==> config.mk <==
export PLATFORM = sky130hd
export DESIGN_NAME = instr_fetch_issue
export DESIGN_NICKNAME = d
export VERILOG_FILES = /design/src/rtl/instr_fetch_issue.sv
export SDC_FILE = /design/constraint.sdc
export NUM_CORES = 1
export LEC_CHECK = 0
export ABC_AREA = 1
export CAP_MARGIN = 20
export CORE_MARGIN = 8
export CORE_UTILIZATION = 40
export DETAILED_ROUTE_END_ITERATION = 8
export GPL_TIMING_DRIVEN = 1
export MAX_ROUTING_LAYER = met4
export PLACE_DENSITY = 0.69
export SYNTH_ARGS = -nofsm -noshare
export SYNTH_HDL_FRONTEND = slang
export SYNTH_SLANG_ARGS = --single-unit
==> constraint.sdc <==
create_clock -name clk -period 2.6 [get_ports clk]
set_input_delay 0.78 -clock clk [delete_from_list [all_inputs] [get_ports clk]]
set_output_delay 0.78 -clock clk [all_outputs]
set_load 0.005 [all_outputs]
==> src/rtl/instr_fetch_issue.sv <==
// rtl/instr_fetch_issue.sv - PC holder, instruction fetch over req/ready, field issue over valid/ready
module instr_fetch_issue #(
    parameter logic [31:0] RESET_PC = 32'h0000_0000,
    parameter logic [31:0] PC_STEP  = 32'd4
) (
    input  logic        clk,
    input  logic        rst_n,
    output logic        imem_req,
    output logic [31:0] imem_addr,
    input  logic        imem_ready,
    input  logic [31:0] imem_rdata,
    output logic        issue_valid,
    input  logic        issue_ready,
    output logic [5:0]  opcode,
    output logic [5:0]  funct,
    output logic [4:0]  rs,
    output logic [4:0]  rt,
    output logic [4:0]  rd,
    output logic [4:0]  shamt,
    output logic [15:0] imm16,
    output logic [25:0] jtarget,
    output logic [31:0] issue_pc,
    input  logic        redirect_valid,
    input  logic [31:0] redirect_pc,
    output logic        misalign_err,
    output logic [31:0] issued_count
);

    typedef enum logic [1:0] {FETCH, ISSUE, DRAIN} state_t;

    state_t      state;
    logic [31:0] pc;
    logic [31:0] ir;
    logic [31:0] drain_addr;
    logic [31:0] redirect_aligned;

    assign redirect_aligned = {redirect_pc[31:2], 2'b00};

    always_ff @(posedge clk or negedge rst_n) begin
        if (!rst_n) begin
            state        <= FETCH;
            pc           <= RESET_PC;
            ir           <= 32'h0;
            issue_pc     <= 32'h0;
            drain_addr   <= RESET_PC;
            misalign_err <= 1'b0;
            issued_count <= 32'h0;
        end else begin
            if (redirect_valid && (redirect_pc[1:0] != 2'b00)) begin
                misalign_err <= 1'b1;
            end
            case (state)
                FETCH: begin
                    if (redirect_valid) begin
                        pc <= redirect_aligned;
                        // The outstanding request must complete at its original address.
                        if (!imem_ready) begin
                            drain_addr <= pc;
                            state      <= DRAIN;
                        end
                    end else if (imem_ready) begin
                        ir       <= imem_rdata;
                        issue_pc <= pc;
                        state    <= ISSUE;
                    end
                end
                DRAIN: begin
                    if (redirect_valid) begin
                        pc <= redirect_aligned;
                    end
                    if (imem_ready) begin
                        state <= FETCH;
                    end
                end
                ISSUE: begin
                    if (issue_ready) begin
                        issued_count <= issued_count + 32'd1;
                    end
                    if (redirect_valid) begin
                        pc    <= redirect_aligned;
                        state <= FETCH;
                    end else if (issue_ready) begin
                        pc    <= pc + PC_STEP;
                        state <= FETCH;
                    end
                end
                default: state <= FETCH;
            endcase
        end
    end

    // Gating with rst_n drops the request the instant reset asserts.
    assign imem_req    = rst_n && (state != ISSUE);
    assign imem_addr   = (state == DRAIN) ? drain_addr : pc;
    assign issue_valid = (state == ISSUE);

    assign opcode  = ir[31:26];
    assign rs      = ir[25:21];
    assign rt      = ir[20:16];
    assign rd      = ir[15:11];
    assign shamt   = ir[10:6];
    assign funct   = ir[5:0];
    assign imm16   = ir[15:0];
    assign jtarget = ir[25:0];

endmodule

======== Word level (Yosys, flattened, before mapping) ========
Index checks and enable logic that the tools add are counted.
word-level totals
  register bits after elaboration ......... 163
  latch bits .............................. 0
  RAM bits ................................ 0
  bits in read-only memories .............. 0
  bits of input ports ..................... 69
  output and inout bits ................... 173
  logic and storage cells ................. 42
  memories kept ........................... 0
cells by class
  $add $sub $neg .......................... 2
  multipliers ............................. 0
  div/mod/pow operators ................... 0
  magnitude comparators ................... 0
  eq/ne operators ......................... 8
  shift operators ......................... 0
  multiplexer cells ....................... 12
  bitwise operators ....................... 2
  reduce and logical (&&, ||, !) cells .... 11
operators with widths
  cell                                                  count
  2-to-1 mux 32 bit                                     4
  one-hot mux 32 bit (2 select lines)                   1
  adder 32 x 1 -> 32 bit (second input constant)        1
  adder 32 x 3 -> 32 bit (second input constant)        1
  2-to-1 mux 2 bit                                      6
  AND reduction 3 bit                                   3
  != test 3 bit (second input constant)                 2
  one-hot mux 2 bit (3 select lines)                    1
  != test 2 x 1 -> 1 bit (second input constant)        2
  AND reduction 4 bit                                   1
  nonzero test 2 bit                                    2
  != test 3 x 1 -> 1 bit (second input constant)        1
  equality test 2 x 1 -> 1 bit (second input constant)  1
  equality test 2 bit (second input constant)           1
  logical AND 1 bit                                     2
  zero test 2 bit                                       1
  != test 2 bit (second input constant)                 1
  NOT 1 bit                                             2
  AND reduction 2 bit                                   1
  OR reduction 2 bit                                    1

======== Longest topological paths before layout ========
  depth after elaboration ................. 4
  depth in mapped cells ................... 11

======== Worst setup path before layout ========
No wires, ideal clock.
  kind .................................... register -> output
  start point ............................. register state[1]
  end point ............................... output imem_addr[10]
  arrival ................................. 1053 ps
  data required time ...................... 1820 ps
  path slack .............................. 767 ps
  cell stages (with the launch flop) ...... 5
  buffers on the path ..................... 1
  cell sequence ........................... dfrtp_1 nand2_1 clkbuf_1 nor2_1 a21oi_1
on the way
  longest elaborated chain between the ends .. 2
RTL lines
  item                      RTL line  text
  start: declaration        31        state_t state;
  start signal: assignment  41        state <= FETCH;
  start signal: assignment  59        state <= DRAIN;
  start signal: assignment  64        state <= ISSUE;
  equality test 2 bit       94        assign imem_addr = (state == DRAIN) ? drain_addr : pc;
  2-to-1 mux 32 bit         94
  end: declaration          9         output logic [31:0] imem_addr,
No other way between the ends.

======== Final worst setup path ========
  start point ............................. register state[0]
  end point ............................... output imem_req
on the way
  longest elaborated chain between the ends .. 2
RTL lines
  item                    RTL line  text
  != test 2 x 1 -> 1 bit  93        assign imem_req = rst_n && (state != ISSUE);
  logical AND 1 bit       93
  end: declaration        8         output logic imem_req,
No other way between the ends.

==> impl_metrics.tcl <==
set metrics [dict create \
    crit_required_ns 1.82 \
    grtUsageMet3_pct 4.94 \
    final_layout_size_suffix_gt1_share_pct 9.52 \
    path_cells "inv_4 -> buf_4 -> nor2_4 -> nor2_1 -> clkdlybuf4s50_1" \
    routed_wl_um 24900 \
    synthTopCellsByArea "dfrtp_1 47%, nand2_1 15%, nor2_1 5.8%" \
    power_mw 9.48 \
    htree_levels 4 \
    final.min_clock_period_ns 2.49 \
    clk_pin_slew_worst_paths_ns 0.07 \
    worst_pin_slew_ns 0.873 \
    synth_top_area_share_pct 47.4 \
    die_h_um 160 \
    nets 1329 \
    wl_per_cell_um 16.2 \
    status "finished clean" \
    final_core_util_pct 56.2 \
    fin_setup_tns_ns 0 \
    synthTopCellsByCount "321 x nand2_1, 157 x dfrtp_1, 127 x nor2_1" \
    startpoint_type "flip-flop" \
    place.gp.congestion 0.931 \
    grt_start_max_net_pins 158 \
    grtUsageTotal_pct 19.9 \
    yosysTopAreaCell "dfrtp_1" \
    num_antenna_cells 0 \
    switching_power_mw 3.19 \
    yosys_warnings 0 \
    final_area_um2 11400 \
    ys.flop_type "dfrtp_1" \
    drtIter0Drc 538 \
    cts_tree "yes" \
    slowest_delay_ns 0.50 \
    grt-ovfl-total 0 \
    ioPinCount 242 \
    clock_skew_ns 0.0143 \
    pwr-share-seq_pct 39.3 \
    hold_viol 0 \
    fin_crit_sh_pct 95.8 \
    clk_latency_ns 0.43 \
    syn_area_um2 8290 \
    drc 0 \
    clock_sinks 157 \
    syn-instance-count 1054 \
    path_class "reg -> out" \
    dieArea_um2 25600 \
    dr.pass1.iters 7 \
    core_region_area_um2 20300 \
    worstPathArrival_ns 1.71 \
    grt_setup_unrepaired "no" \
    initial_core_util_pct 40.8 \
    grt_pass1_vias 7467 \
    ant_nets 0 \
    worst_setup_path_end_kind "output pin" \
    p_comb_share_pct 34.7 \
    power_leakage_nw 5.09 \
    slew_violations 0 \
    synth.most_common_cell "nand2_1" \
    fin_ws_ns 0.110 \
    cts_root_buf "clkbuf_16" \
    synth_seq_cells 157 \
    ir_drop_uv 446 \
    synth_edf_count 0 \
    setup_violations 0 \
    area_delta_synth_final_pct 37.6 \
    viasPerCell 4.93 \
    cts_buffer_depth 2 \
    hpwlAfterDp_um 18900 \
    antenna_found_initial 0 \
    grt.busiest_layer "met2" \
    placement.cell_area_um2 10700 \
    synthDistinctLibCells 33 \
    vias 7598 \
    clkPwrFrac_pct 26.0 \
    grt_util_met1_pct 24.1 \
    cts_buffers 17 \
    intPower_mw 6.29 \
    io_buffers 237 \
    grt_first_pass_wirelength_um 40100 \
    swShare_pct 33.6 \
    fp-row-count 52 \
    die-width_um 160 \
    yosysSeqAreaShare_pct 47.4 \
    maxCapViolations 0 \
    avgSynthCellArea_um2 7.86 \
    r2r_cells 11 \
    gr-usage-met2_pct 32.8 \
    critPathMaxFanout 4 \
    crit_slowest_cell "clkdlybuf4s50_1" \
    min_path_type "in -> async" \
    pre_cts_ws_ns 0.169 \
    power-per-cell-area_nw_per_um2 831 \
    fmax_ghz 0.402 \
    relSlewSlack_pct 41.8 \
    synthArstFlopShare_pct 100 \
]
[routing by layer]
metal	share of wire [%]	routed length, um
met1	43	10800
met2	49	12200
met3	6.4	1610
met4	1.3	321
met5	0	0
[critical path, delay by kind of cell, from the launching register on]
family        cells  cell delay, ns
flops             1            0.42
simple gates      2            0.13
buf+inv           3            0.75
[metrics by stage]
stage / std cells / hold slack [ns]
after floorplan: 1057 / 0.454
after global placement: 1502 / 0.464
after detailed placement: 1502 / 0.473
after CTS: 1539 / 0.489
after global routing: 1541 / 0.502
final: 1541 / 0.481
[path summary, 6_finish.rpt]
kind | from | end | slack (ns)
setup reg to reg | pc[3]$_DFFE_PN0P_ | pc[28]$_DFFE_PN0P_ | 0.71
min in group clk | issue_pc[25]$_DFFE_PN0P_ | issue_pc[25]$_DFFE_PN0P_ | 0.49
hold reg to reg | issue_pc[25]$_DFFE_PN0P_ | issue_pc[25]$_DFFE_PN0P_ | 0.49
hold / removal | rst_n | issued_count[26]$_DFFE_PN0P_ | 0.48
setup / recovery | state[0]$_DFFE_PN0P_ | imem_req | 0.11
max in group asynchronous | rst_n | state[1]$_DFFE_PN0P_ | 1.39
[cell usage in the layout (no fill, tap or decap), drive strengths merged, types with 7 or more instances in the layout]
| cell type | instances |
|---|---|
| dlygate4sd2 | 29 |
| nand2 | 327 |
| dfrtp | 157 |
| or2 | 9 |
| o21ai | 89 |
| xor2 | 12 |
| a21oi | 44 |
| mux2 | 32 |
| nor2 | 135 |
| nand4 | 7 |
| nand3 | 53 |
| o21a | 13 |
| clkdlybuf4s50 | 205 |
| buf | 27 |
| clkbuf | 17 |
| inv | 81 |
[cell type report]
cell class | instances | area (um^2)
Clock inverter | 15 | 151
Sequential cell | 157 | 3930
Fill cell | 1883 | 8900
Tap cell | 270 | 338
Inverter | 71 | 269
Timing Repair Buffer | 263 | 2640
Clock buffer | 17 | 425
Multi-Input combinational cell | 748 | 3650
[state kept, by name (all words and copies together), names as in the netlist]
name,count
misalign_err,1
issue_pc,30
ir,32
drain_addr,30
state,2
issued_count,32
pc,30
[repair_timing]
item                       in CTS  in global routing
cloned                          1                  0
buffers inserted                4                  2
gates resized for setup        39                  2
pin swaps                       1                  1
setup endpoints to repair      30                  3
hold buffers                    0                  0
[logic make-up after synthesis]
group | synth area share, %
buf+inv | 9.51
simple gates | 26.8
compound gates | 9.69
xor+xnor | 1.90
fa+ha+maj | 0.302
other cells | 0.0453
flops | 47.4
mux | 4.35
[power by group through the flow]
stage | registers (mW) | logic (mW) | clock network [mW]
after global routing | 3.82 | 3.63 | 2.63
final | 3.73 | 3.28 | 2.47
after global placement | 3.73 | 3.33 | 0
after floorplan | 3.63 | 1.51 | 0
after detailed placement | 3.75 | 3.38 | 0
after CTS | 3.72 | 3.34 | 2.53
(Power assumes the default switching activity.)
